==> config.mk <==
export PLATFORM = sky130hd
export DESIGN_NAME = hilo_muldiv_unit
export DESIGN_NICKNAME = d
export VERILOG_FILES = /design/src/rtl/hilo_pkg.sv /design/src/rtl/muldiv_iter_core.sv /design/src/rtl/hilo_muldiv_unit.sv
export SDC_FILE = /design/constraint.sdc
export NUM_CORES = 1
export LEC_CHECK = 0
export BUFFER_PORTS_ARGS = -buffer_cell sky130_fd_sc_hd__buf_2
export CAP_MARGIN = 20
export CORE_ASPECT_RATIO = 0.5
export CORE_MARGIN = 1.5
export CORE_UTILIZATION = 45
export CTS_CLUSTER_DIAMETER = 60
export DETAILED_ROUTE_END_ITERATION = 7
export PLACE_DENSITY = 0.59
export SETUP_SLACK_MARGIN = 0.5
export SYNTH_ARGS = -nofsm -noshare
export SYNTH_HDL_FRONTEND = slang
export SYNTH_SLANG_ARGS = --single-unit
==> constraint.sdc <==
create_clock -name Clk -period 12.4 [get_ports Clk]
set_clock_uncertainty 0.1 [all_clocks]
set_input_delay 1.24 -clock Clk [delete_from_list [all_inputs] [get_ports Clk]]
set_output_delay 1.24 -clock Clk [all_outputs]
set_load 0.05 [all_outputs]
==> src/rtl/hilo_pkg.sv <==
// Shared definitions for the HI/LO multiply/divide unit: op codes, FSM states
// and the iteration count of the sequential engine.
package hilo_pkg;

  localparam logic [2:0] OP_MULT  = 3'b000;
  localparam logic [2:0] OP_MULTU = 3'b001;
  localparam logic [2:0] OP_MADD  = 3'b010;
  localparam logic [2:0] OP_MSUB  = 3'b011;
  localparam logic [2:0] OP_DIV   = 3'b100;
  localparam logic [2:0] OP_DIVU  = 3'b101;

  localparam int ITER = 32;

  typedef enum logic [1:0] {
    S_IDLE   = 2'd0,
    S_RUN    = 2'd1,
    S_FINISH = 2'd2
  } state_t;

  function automatic logic op_is_valid(input logic [2:0] op);
    return (op <= OP_DIVU);
  endfunction

  function automatic logic op_is_signed(input logic [2:0] op);
    return (op == OP_MULT) || (op == OP_MADD) || (op == OP_MSUB) || (op == OP_DIV);
  endfunction

endpackage

==> src/rtl/muldiv_iter_core.sv <==
// Unsigned iterative engine: shift-add multiply or restoring divide, one bit
// per enabled step, over a single 64-bit working register.
module muldiv_iter_core
  import hilo_pkg::*;
(
  input  logic        Clk,
  input  logic        Rst,
  input  logic        i_load,
  input  logic        i_step,
  input  logic        i_is_div,
  input  logic [31:0] i_a_mag,
  input  logic [31:0] i_b_mag,
  output logic [63:0] o_work,
  output logic [31:0] o_rem,
  output logic [31:0] o_quot
);

  logic [63:0] r_work;
  logic [31:0] r_b;

  logic [32:0] w_add;
  logic [63:0] w_mul_next;
  logic [32:0] w_shift;
  logic [33:0] w_diff;
  logic [63:0] w_div_next;

  // Multiply: upper half accumulates the multiplicand, lower half holds the
  // remaining multiplier bits; the carry lands in bit 63 after the shift.
  // Divide: upper half is the partial remainder, lower half the dividend
  // being shifted out and replaced by quotient bits.
  always_comb begin
    w_add      = {1'b0, r_work[63:32]} + (r_work[0] ? {1'b0, r_b} : 33'd0);
    w_mul_next = {w_add, r_work[31:1]};
    w_shift    = {r_work[63:31]};
    w_diff     = {1'b0, w_shift} - {2'b00, r_b};
    w_div_next = w_diff[33] ? {w_shift[31:0], r_work[30:0], 1'b0}
                            : {w_diff[31:0], r_work[30:0], 1'b1};
  end

  always_ff @(posedge Clk or posedge Rst) begin
    if (Rst) begin
      r_work <= '0;
      r_b    <= '0;
    end else if (i_load) begin
      r_work <= {32'd0, i_a_mag};
      r_b    <= i_b_mag;
    end else if (i_step) begin
      r_work <= i_is_div ? w_div_next : w_mul_next;
    end
  end

  assign o_work = r_work;
  assign o_rem  = r_work[63:32];
  assign o_quot = r_work[31:0];

endmodule

==> src/rtl/hilo_muldiv_unit.sv <==
// Owns the architectural HI/LO registers; sequences the iterative engine,
// applies result signs, accumulates MADD/MSUB and services mthi/mtlo.
module hilo_muldiv_unit
  import hilo_pkg::*;
(
  input  logic        Clk,
  input  logic        Rst,
  input  logic        Start,
  input  logic [2:0]  Op,
  input  logic [31:0] A,
  input  logic [31:0] B,
  input  logic        MthiEn,
  input  logic        MtloEn,
  input  logic [31:0] WrData,
  output logic        Busy,
  output logic        Done,
  output logic [31:0] Hi_OUT,
  output logic [31:0] Lo_OUT
);

  state_t      r_state, w_state_next;
  logic [4:0]  r_cnt;
  logic [2:0]  r_op;
  logic [31:0] r_a;
  logic        r_neg_q, r_neg_r, r_bzero;
  logic [31:0] r_hi, r_lo;
  logic        r_done;

  logic        w_start, w_sgn;
  logic [31:0] w_a_mag, w_b_mag;
  logic [63:0] w_work, w_prod_s, w_acc;
  logic [31:0] w_rem, w_quot, w_quot_s, w_rem_s;

  always_comb begin
    w_start = (r_state == S_IDLE) && Start && op_is_valid(Op);
    w_sgn   = op_is_signed(Op);
    w_a_mag = (w_sgn && A[31]) ? (~A + 32'd1) : A;
    w_b_mag = (w_sgn && B[31]) ? (~B + 32'd1) : B;
  end

  muldiv_iter_core u_core (
    .Clk      (Clk),
    .Rst      (Rst),
    .i_load   (w_start),
    .i_step   (r_state == S_RUN),
    .i_is_div (r_op[2]),
    .i_a_mag  (w_a_mag),
    .i_b_mag  (w_b_mag),
    .o_work   (w_work),
    .o_rem    (w_rem),
    .o_quot   (w_quot)
  );

  always_comb begin
    w_state_next = r_state;
    case (r_state)
      S_IDLE:   if (w_start) w_state_next = S_RUN;
      S_RUN:    if (r_cnt == 5'(ITER - 1)) w_state_next = S_FINISH;
      S_FINISH: w_state_next = S_IDLE;
      default:  w_state_next = S_IDLE;
    endcase
  end

  // Accumulation reads the live HI/LO here, so an mthi/mtlo issued with Start
  // is already folded in.
  always_comb begin
    w_prod_s = r_neg_q ? (~w_work + 64'd1) : w_work;
    w_acc    = {r_hi, r_lo};
    w_quot_s = r_neg_q ? (~w_quot + 32'd1) : w_quot;
    w_rem_s  = r_neg_r ? (~w_rem + 32'd1) : w_rem;
  end

  always_ff @(posedge Clk or posedge Rst) begin
    if (Rst) begin
      r_state <= S_IDLE;
      r_cnt   <= '0;
      r_op    <= '0;
      r_a     <= '0;
      r_neg_q <= 1'b0;
      r_neg_r <= 1'b0;
      r_bzero <= 1'b0;
      r_hi    <= '0;
      r_lo    <= '0;
      r_done  <= 1'b0;
    end else begin
      r_state <= w_state_next;
      r_done  <= (r_state == S_FINISH);
      if (w_start) begin
        r_op    <= Op;
        r_a     <= A;
        r_neg_q <= w_sgn && (A[31] ^ B[31]);
        r_neg_r <= w_sgn && A[31];
        r_bzero <= (B == 32'd0);
        r_cnt   <= '0;
      end else if (r_state == S_RUN) begin
        r_cnt <= r_cnt + 5'd1;
      end
      if (r_state == S_IDLE) begin
        if (MthiEn) r_hi <= WrData;
        if (MtloEn) r_lo <= WrData;
      end
      if (r_state == S_FINISH) begin
        case (r_op)
          OP_MULT, OP_MULTU: {r_hi, r_lo} <= w_prod_s;
          OP_MADD:           {r_hi, r_lo} <= w_acc + w_prod_s;
          OP_MSUB:           {r_hi, r_lo} <= w_acc - w_prod_s;
          OP_DIV, OP_DIVU: begin
            if (r_bzero) begin
              r_hi <= r_a;
              r_lo <= 32'hFFFF_FFFF;
            end else begin
              r_hi <= w_rem_s;
              r_lo <= w_quot_s;
            end
          end
          default: ;
        endcase
      end
    end
  end

  assign Busy   = (r_state != S_IDLE);
  assign Done   = r_done;
  assign Hi_OUT = r_hi;
  assign Lo_OUT = r_lo;

endmodule

## Word-level counts from Yosys, hierarchy flattened

Cells that the tools add are included.

| storage, ports and cells | value |
|---|---|
| flip-flop bits (word level) | 206 |
| latch bits | 0 |
| bits in writable memories | 0 |
| memory bits (read-only) | 0 |
| bits of input ports | 104 |
| output and inout bits | 66 |
| logic and storage cells | 84 |
| memories | 0 |

| operators by class | value |
|---|---|
| $add $sub $neg | 10 |
| multiply operators | 0 |
| divide/modulo/power cells | 0 |
| $lt $le $gt $ge | 1 |
| equality and inequality tests | 13 |
| shift-type cells | 0 |
| mux-type cells | 25 |
| bitwise gates (word level) | 6 |
| reduce and logical (&&, ||, !) cells | 17 |

Operators with widths:

| cell | number |
|---|---|
| two-way mux 32 bit | 13 |
| two-way mux 64 bit | 5 |
| one-hot mux 32 bit (4 select lines) | 2 |
| adder 32 x 1 -> 32 bit, second input constant | 4 |
| NOT 32 bit | 4 |
| adder 64 x 1 -> 64 bit, second input constant | 1 |
| adder 64 bit | 1 |
| NOT 64 bit | 1 |
| subtractor 64 bit | 1 |
| subtractor 33 x 32 -> 34 bit | 1 |
| adder 32 x 33 -> 33 bit | 1 |
| logical NOT 32 bit | 1 |
| equality test 3 x 2 -> 1 bit, second input constant | 4 |
| two-way mux 5 bit | 2 |
| equality test 3 bit, second input constant | 3 |
| logical NOT 3 bit | 2 |
| adder 5 x 1 -> 5 bit, second input constant | 1 |
| equality test 5 bit, second input constant | 1 |
| logical AND 1 bit | 5 |
| two-way mux 2 bit | 2 |
| one-hot mux 2 bit (2 select lines) | 1 |
| nonzero test 2 bit | 2 |
| OR reduction 2 bit | 2 |
| equality test 3 x 1 -> 1 bit, second input constant | 1 |
| 9 further kinds | 11 |

## Depth between registers and ports, before layout

Gate-level depths: netlist (run 1).

| depth | value |
|---|---|
| word-level depth | 7 |
| depth in mapped cells | 25 |
| depth with buffers taken out | 23 |

## Cells and area by module

From an unflattened synthesis (run 1), not the netlist that was laid out.

| second synthesis, totals | value |
|---|---|
| cells, all modules | 3724 |
| area, all modules | 26885.8 um^2 |

By module, submodules not included:

| module | times used | cells an instance | area each (um^2) | sequential area each (um^2) |
|---|---|---|---|---|
| hilo_muldiv_unit | 1 | 2612 | 18104.9 | 2752.6 |
| muldiv_iter_core | 1 | 1112 | 8780.9 | 2402.3 |

## Worst setup path before layout (run 1)

Ideal clock, no wire load.

| timing path | value |
|---|---|
| kind | register to register |
| start point | register u_core.r_work[6], in the netlist u_core.o_work[6] |
| end point | register r_hi[27], in the netlist Hi_OUT[27] |
| library setup time | 0.124 ns |
| arrival | 5.125 ns |
| data required time | 12.176 ns |
| setup slack | 7.051 ns |
| stages on the path, launching flop included | 24 |
| path buffers | 2 |
| period minus slack after synthesis | 5.349 ns |
| cell sequence | dfrtp_1 -> buf_2 -> or4_4 -> nor3_2 -> nand2_1 -> or3_1 -> or3_1 -> o21ai_1 -> xor2_1 -> inv_1 -> ha_1 -> clkbuf_1 -> nor2_1 -> o21ai_0 -> nand4_1 -> a311oi_1 -> a21oi_2 -> o211a_1 -> o21a_1 -> o311a_1 -> a21oi_1 -> xnor2_1 -> a211oi_1 -> o31a_1 |

| on the way | value |
|---|---|
| longest elaborated chain between the ends | 6 |
| elaborated cells between the ends (all ways) | 7 |
| classes of those cells | add/sub: 3; mux: 3; bitwise: 1 |

Ends and longest elaborated chain:

| what | line | source |
|---|---|---|
| start, declared | muldiv_iter_core.sv:18 | `logic [63:0] r_work;` |
| start signal, assigned | muldiv_iter_core.sv:45 | `r_work <= {32'd0, i_a_mag};` |
| start signal, assigned | muldiv_iter_core.sv:48 | `r_work <= i_is_div ? w_div_next : w_mul_next;` |
| NOT 64 bit | hilo_muldiv_unit.sv:67 | `w_prod_s = r_neg_q ? (~w_work + 64'd1) : w_work;` |
| adder 64 x 1 -> 64 bit | hilo_muldiv_unit.sv:67 |  |
| two-way mux 64 bit (*) | hilo_muldiv_unit.sv:67 |  |
| subtractor 64 bit / adder 64 bit (equally long branches) | hilo_muldiv_unit.sv:106, hilo_muldiv_unit.sv:105 |  |
| one-hot mux 32 bit (4 select lines) (*) | hilo_muldiv_unit.sv:103 | `case (r_op)` |
| two-way mux 32 bit (*) | hilo_muldiv_unit.sv:102 | `if (r_state == S_FINISH) begin` |
| end signal, assigned | hilo_muldiv_unit.sv:104 | `OP_MULT, OP_MULTU: {r_hi, r_lo} <= w_prod_s;` |
| end signal, assigned | hilo_muldiv_unit.sv:105 | `OP_MADD: {r_hi, r_lo} <= w_acc + w_prod_s;` |
| end signal, assigned | hilo_muldiv_unit.sv:106 | `OP_MSUB: {r_hi, r_lo} <= w_acc - w_prod_s;` |
| end, declared | hilo_muldiv_unit.sv:26 | `logic [31:0] r_hi, r_lo;` |

Every way passes the cells marked *; elsewhere a longest branch is shown, timed or not.
A chain may end at the register's enable or synchronous reset.

## Worst setup path after layout (run 1)

| timing path | value |
|---|---|
| start point | register u_core.r_work[6], in the netlist u_core.o_work[6] |
| end point | register r_hi[24], in the netlist Hi_OUT[24] |

The elaborated chain is that of the path after synthesis.

==> metrics.json, run 1 <==
{
  "outcome": {
    "outcome": "complete, but fails checks",
    "failed_checks": "DRC"
  },
  "cts": {
    "worst_skew_pair.late_latency_ns": 0.60,
    "cts_tree": "built",
    "cts_sinks": 206,
    "cts_buf_count": 27,
    "clockBufferDepth": 3,
    "clk_pin_slew_worst_paths_ns": 0.06,
    "clock-root-buffer": "sky130_fd_sc_hd__clkbuf_16",
    "cts_hold_buf": 0,
    "cts_htree_levels": 1,
    "postCtsResizedCells": 0,
    "post-cts-setup-buffer-count": 0
  },
  "synthesis": {
    "ys_seq_area_frac": 0.208,
    "synth.area.top_cells": "sky130_fd_sc_hd__dfrtp_1, sky130_fd_sc_hd__ha_1, sky130_fd_sc_hd__nand2_1",
    "synth_largest_area_cell": "sky130_fd_sc_hd__dfrtp_1",
    "ys.flop_type": "sky130_fd_sc_hd__dfrtp_1",
    "ys_types": 88,
    "count_of_flip_flops_with_a_built_in_enable_after_synthesis": 0,
    "synthesis.yosys.warnings": 0,
    "post_synth_instance_area_mm2": 0.0247,
    "synthCells": 3426,
    "postSynthAreaPerCell_um2": 7.22,
    "post-synth-top-area-fraction": 0.208,
    "yosys_register_bits": 206,
    "synth_nets": 3744,
    "synth_top_cells_by_count": "sky130_fd_sc_hd__nand2_1, sky130_fd_sc_hd__a21oi_1, sky130_fd_sc_hd__nor2_1",
    "leading_cell_type_by_number_of_instances_after_synthesis": "sky130_fd_sc_hd__nand2_1",
    "async_reset_ff_frac": 1.00
  },
  "placement": {
    "gp_routability_congestion": 1.03,
    "place.detailed.hpwl_um": 83500,
    "placement.cell_area_mm2": 0.0260,
    "port_buffers": 169
  },
  "critical_path": {
    "worstSetupPathType": "flop to flop",
    "highest_fanout_seen_on_the_critical_path": 11,
    "crit_slowest_cell": "sky130_fd_sc_hd__o311ai_1",
    "path_delay_family": "compound AO/OA/AOI/OAI gates",
    "worst_path_largest_cell_delay_ns": 0.87,
    "critPathBufInv": 1,
    "critical_path_endpoint_category": "flop",
    "cp_cell_sequence": "or4_4 > nor3_2 > nand2_1 > or3_1 > or3_1 > o41ai_1 > xor2_1 > inv_1 > ha_1 > nand2_1 > o21ai_0 > o21ai_0 > nor2_1 > a21oi_1 > o22a_1 > o311ai_1 > a21boi_1 > mux2i_1 > a31oi_1 > a211oi_1 > a31oi_1",
    "arrival_time_reported_for_the_critical_path_endpoint_ns": 7.67,
    "nature_of_the_critical_path_startpoint": "flop",
    "worst_endpoint_required_time_ns": 12.74
  },
  "global_route": {
    "number_of_global_route_vias_before_repair": 24600,
    "antenna_found_initial": 5,
    "wire_length_of_the_first_global_routing_pass_um": 158000,
    "global_route.usage.total": 0.366,
    "grt_overflow": 0,
    "grt_start_max_net_pins": 117
  },
  "sta": {
    "report.final.setup_viol": 0,
    "tns_ns": 0,
    "worstMarginPinSlew_ns": 1.17,
    "rsz0062_at_grt": "no",
    "fin_crit_ns": 7.32,
    "timing.max_slew.rel_slack": 0.219,
    "achievable-frequency_mhz": 137,
    "hold_violations": 0,
    "report.final.slew_viol_count": 0,
    "timing.final.crit_share": 0.591
  },
  "layout": {
    "area_growth_from_synthesis_to_final_layout_pct": 9.16,
    "layout.filler_cells": 5529,
    "final_core_utilization": 0.500,
    "design_area_mm2": 0.0270,
    "finalNetCount": 3768,
    "post_route_cells_drive_above_1_share": 0.0939
  },
  "floorplan": {
    "start_util": 0.458,
    "die_width_um": 335,
    "dieHeight_um": 169,
    "boundaryPins": 170,
    "coreArea_mm2": 0.0541,
    "num_rows": 60,
    "die-area_mm2": 0.0565
  },
  "drt": {
    "postRouteWirelength_um": 107000,
    "dr_total_vias": 26700,
    "dr.pass1.iters": 8,
    "remaining_drc_errors": 3,
    "antenna_left": 0,
    "detail_route.wl_per_cell_um": 25.5,
    "route.detailed.vias_per_inst": 6.37,
    "drtIter0Drc": 3224
  },
  "hold_path": {
    "holdCritPathClass": "flop to flop"
  },
  "flow_run": {
    "drv.max_cap_violation_count": 0
  }
}
## logic make-up (layout without fill, tap and decap cells)
family                   count (synthesis)  in the layout  synth area share
XOR/XNOR                               241            241            0.0859
flip-flops                             206            206             0.208
adder cells (fa/ha/maj)                214            214             0.109
AND/OR/NAND/NOR                       1141           1141             0.210
AO/OA/AOI/OAI                         1142           1142             0.291
buffers and inverters                  402            446            0.0620
other                                    0              3                 0
multiplexers                            80             80            0.0330
## area by class of cell
cell class	count	area, um^2	area share
multi-input combinational	2818	18100	0.670
sequential	206	5160	0.191
timing repair buffer	209	1170	0.0432
tap	713	892	0.0330
clock buffer	34	752	0.0278
inverter	188	713	0.0264
clock inverter	15	206	0.00764
antenna	3	7.51	0.000278
## metrics by stage
stage | hold slack, ns | setup WS [ns] | std cells
after global routing | 0.393 | 4.86 | 4186
after floorplan | 0.340 | 5.44 | 3426
after detailed placement | 0.364 | 5.58 | 4132
after global placement | 0.361 | 5.64 | 4132
after CTS | 0.380 | 5.54 | 4181
final | 0.378 | 5.08 | 4186
## worst paths after layout
kind	startpoint	cells past startpoint	to	slack [ns]
worst max-delay path	u_core.o_work[6]	21	Hi_OUT[24]	5.08
worst min-delay path	u_core.r_b[30]	2	u_core.r_b[30]	0.38
max in group asynchronous	Rst	3	Hi_OUT[26]	10.18
worst max register to register	u_core.o_work[6]	21	Hi_OUT[24]	5.08
min in group asynchronous	Rst	2	u_core.o_work[61]	0.73
worst min register to register	u_core.r_b[30]	2	u_core.r_b[30]	0.38
## routing by layer
layer	global-route usage	up-vias	wire length (um)
met5	0	-	13
li1	-	12300	-
met4	0.101	2	3200
met1	0.522	12800	47900
met3	0.105	192	11500
met2	0.535	1281	44000
## sequential cells by signal, summed over array words and instances (netlist names)
name	count
r_cnt	5
u_core.o_work	64
u_core.r_b	32
r_op	3
r_neg_r	1
Hi_OUT	32
r_state	2
r_bzero	1
r_a	32
Lo_OUT	32
Done	1
r_neg_q	1
## layout by cell type (no fill, tap or decap), types with 27 or more instances in the layout
cell type                   netlist  routed
sky130_fd_sc_hd__ha_1           210     210
sky130_fd_sc_hd__buf_4            1      39
sky130_fd_sc_hd__o31ai_1         52      52
sky130_fd_sc_hd__or3_1           30      30
sky130_fd_sc_hd__a211oi_1        46      46
sky130_fd_sc_hd__nand2b_1        29      29
sky130_fd_sc_hd__xnor2_1        132     132
sky130_fd_sc_hd__clkbuf_16        0      27
sky130_fd_sc_hd__xor2_1         107     107
sky130_fd_sc_hd__a31oi_1         61      60
sky130_fd_sc_hd__nand2_1        460     459
sky130_fd_sc_hd__inv_1          184     183
sky130_fd_sc_hd__nand4_1         35      35
sky130_fd_sc_hd__nand3_1         45      45
sky130_fd_sc_hd__nor3_1          51      51
sky130_fd_sc_hd__a21oi_1        326     325
sky130_fd_sc_hd__a21o_1          64      63
sky130_fd_sc_hd__nor2_1         322     320
sky130_fd_sc_hd__o21ai_0        259     259
sky130_fd_sc_hd__buf_2            5     169
sky130_fd_sc_hd__o21bai_1        41      41
sky130_fd_sc_hd__o211ai_1        37      37
sky130_fd_sc_hd__a221oi_1        35      35
sky130_fd_sc_hd__nor4_1          36      36
sky130_fd_sc_hd__mux2i_1         68      68
sky130_fd_sc_hd__dfrtp_1        206     201
## worst register-to-register path, delay by kind of cell, from the launching register on
family,cells,cell delay (ns)
mux,1,0.22
buf+inv,1,0.15
xor+xnor,1,0.68
compound gates,10,2.84
fa+ha+maj,1,0.55
flops,1,0.48
simple gates,7,2.17
Power of run 1 is not shown: default switching activity piles up to over one toggle a cycle in this logic, so the estimate is an artifact.
==> run 2, diff against run 1 <==
--- a/config.mk
+++ b/config.mk
@@ -12,7 +12,7 @@
 export CORE_UTILIZATION = 45
 export CTS_CLUSTER_DIAMETER = 60
 export DETAILED_ROUTE_END_ITERATION = 7
-export PLACE_DENSITY = 0.59
+export PLACE_DENSITY = 0.62
 export SETUP_SLACK_MARGIN = 0.5
 export SYNTH_ARGS = -nofsm -noshare
 export SYNTH_HDL_FRONTEND = slang
==> constraint.sdc (replaced) <==
create_clock -name Clk -period 6.62 [get_ports Clk]
set_clock_uncertainty 0.1 [all_clocks]
set_input_delay 0.662 -clock Clk [delete_from_list [all_inputs] [get_ports Clk]]
set_output_delay 0.662 -clock Clk [all_outputs]
set_load 0.05 [all_outputs]
==> run 2 against run 1 <==
  * The run now ends clean
  * Die area stayed put
  * Critical path depth is 1 higher
  * Setup slack worse by 4.4 ns
  * Register-to-register slack worse by 4.4 ns
  * Global-route usage is 0.41 points higher
  * Maximum frequency is 23% higher
  * Critical endpoint is now Hi_OUT[31]
  * Largest cell class unchanged
==> metrics.json, run 2 (synthesis gave the netlist of run 1 again) <==
{
  "outcome": {
    "outcome": "completed"
  },
  "floorplan": {
    "coreArea_mm2": 0.0541,
    "die_width_um": 335,
    "num_rows": 60,
    "boundaryPins": 170,
    "dieHeight_um": 169,
    "start_util": 0.458,
    "die-area_mm2": 0.0565
  },
  "drt": {
    "dr.pass1.iters": 6,
    "remaining_drc_errors": 0,
    "route.detailed.vias_per_inst": 6.32,
    "detail_route.wl_per_cell_um": 25.1,
    "dr_total_vias": 26900,
    "antenna_left": 0,
    "postRouteWirelength_um": 107000,
    "drtIter0Drc": 3298
  },
  "critical_path": {
    "nature_of_the_critical_path_startpoint": "flop",
    "path_delay_family": "simple AND/OR/NAND/NOR gates",
    "crit_slowest_cell": "sky130_fd_sc_hd__or4_4",
    "worstSetupPathType": "flop to flop",
    "arrival_time_reported_for_the_critical_path_endpoint_ns": 6.35,
    "cp_cell_sequence": "or4_4 > nor3_4 > nand2_1 > or3_4 > o31ai_1 > xor2_1 > inv_1 > ha_1 > buf_4 > nand2_1 > o21ai_0 > a211oi_1 > a22oi_1 > buf_4 > a31oi_1 > a21oi_1 > a21o_1 > nand2_1 > nand2_1 > or4_1 > and3_1 > o31ai_2",
    "worst_path_largest_cell_delay_ns": 0.60,
    "critPathBufInv": 3,
    "r2r_slack_ns": 0.69,
    "timing.critical_path.mode_cell": "sky130_fd_sc_hd__nand2_1",
    "worst_endpoint_required_time_ns": 7.04,
    "critical_path_endpoint_category": "flop",
    "highest_fanout_seen_on_the_critical_path": 12
  },
  "cts": {
    "clock-root-buffer": "sky130_fd_sc_hd__clkbuf_16",
    "cts_tree": "built",
    "clk_pin_slew_worst_paths_ns": 0.07,
    "cts_sinks": 206,
    "worst_skew_pair.late_latency_ns": 0.60,
    "clockBufferDepth": 3,
    "cts_htree_levels": 1,
    "cts_buf_count": 27
  },
  "placement": {
    "pre_cts_slack_ns": 0.378,
    "dp.cells": 4207,
    "place.detailed.hpwl_um": 84900,
    "gp_routability_congestion": 1.03,
    "port_buffers": 169
  },
  "sta": {
    "timing.final.ws_setup_ns": 0.688,
    "timing.max_slew.rel_slack": 0.253,
    "tns_ns": 0,
    "worstMarginPinSlew_ns": 1.12,
    "report.final.setup_viol": 0,
    "timing.final.crit_share": 0.896,
    "achievable-frequency_mhz": 169,
    "whs_ns": 0.206,
    "rsz0062_at_grt": "yes",
    "report.final.slew_viol_count": 0,
    "fin_crit_ns": 5.93,
    "hold_violations": 0
  },
  "global_route": {
    "number_of_global_route_vias_before_repair": 24800,
    "grt_overflow": 0,
    "antenna_found_initial": 2,
    "wire_length_of_the_first_global_routing_pass_um": 159000,
    "grt_start_max_net_pins": 75,
    "global_route.usage.total": 0.370
  },
  "layout": {
    "register_area_mm2": 0.00516,
    "post_layout_nonfiller_instances": 4266,
    "layout.filler_cells": 5431,
    "area_growth_from_synthesis_to_final_layout_pct": 12.4,
    "multiInputGateArea_mm2": 0.0183,
    "finalNetCount": 3848,
    "final_cell_mix": "sky130_fd_sc_hd__nand2_1, sky130_fd_sc_hd__a21oi_1, sky130_fd_sc_hd__nor2_1",
    "post_route_cells_drive_above_1_share": 0.123,
    "mostFrequentLayoutCell": "sky130_fd_sc_hd__nand2_1",
    "number_of_flip_flops_in_the_largest_register": 64
  },
  "flow_run": {
    "drv.max_cap_violation_count": 0
  },
  "hold_path": {
    "holdCritPathClass": "input pin to flop"
  }
}
## run 2: worst register-to-register path, stage by stage, from the launching register on
cell                       delay, ns
sky130_fd_sc_hd__dfrtp_2        0.47
sky130_fd_sc_hd__or4_4          0.60
sky130_fd_sc_hd__nor3_4         0.23
sky130_fd_sc_hd__nand2_1        0.13
sky130_fd_sc_hd__or3_4          0.44
sky130_fd_sc_hd__o31ai_1        0.26
sky130_fd_sc_hd__xor2_1         0.25
sky130_fd_sc_hd__inv_1          0.09
sky130_fd_sc_hd__ha_1           0.33
sky130_fd_sc_hd__buf_4          0.20
sky130_fd_sc_hd__nand2_1        0.06
sky130_fd_sc_hd__o21ai_0        0.14
sky130_fd_sc_hd__a211oi_1       0.34
sky130_fd_sc_hd__a22oi_1        0.20
sky130_fd_sc_hd__buf_4          0.18
sky130_fd_sc_hd__a31oi_1        0.25
sky130_fd_sc_hd__a21oi_1        0.23
sky130_fd_sc_hd__a21o_1         0.28
sky130_fd_sc_hd__nand2_1        0.08
sky130_fd_sc_hd__nand2_1        0.10
sky130_fd_sc_hd__or4_1          0.51
sky130_fd_sc_hd__and3_1         0.18
sky130_fd_sc_hd__o31ai_2        0.20
## run 2: timing repair
action	CTS	global route
gates cloned	0	0
setup buffers	0	4
pin swaps	0	7
hold buffers	1	0
setup endpoints to repair	5	30
hold endpoints to repair	13	0
gates resized for setup	3	39
## run 2: per-stage QoR
stage | cell area, um^2 | utilization
finish | 27800 | 0.514
global route | 27800 | 0.514
detailed placement | 26600 | 0.491
floorplan | 24700 | -
global placement | 26600 | 0.491
CTS | 27500 | 0.510
## run 2: worst paths after layout
check / from / to / depth (start not counted)
min: Op[0] / r_op[0] / 3
max: u_core.o_work[6] / Hi_OUT[31] / 22
max reg2reg: u_core.o_work[6] / Hi_OUT[31] / 22
min in group asynchronous: Rst / u_core.o_work[42] / 3
min reg2reg: u_core.r_b[22] / u_core.r_b[22] / 2
max in group asynchronous: Rst / r_op[2] / 4
## run 2: routing by layer
metal / up-vias / part of all wire / GRT usage
li1: 12500 / - / -
met4: 0 / 0.030 / 0.0982
met1: 13000 / 0.46 / 0.539
met2: 1296 / 0.41 / 0.546
met5: - / 0 / 0
met3: 172 / 0.10 / 0.0829
## run 2: final cells by class
cell class | instances | share of cell area
multi-input combinational | 2818 | 0.659
clock inverter | 16 | 0.00702
sequential | 206 | 0.186
clock buffer | 34 | 0.0270
tap | 713 | 0.0321
inverter | 188 | 0.0255
timing repair buffer | 289 | 0.0636
antenna | 2 | 0.000180
Power of run 2 is left out for the same reason.
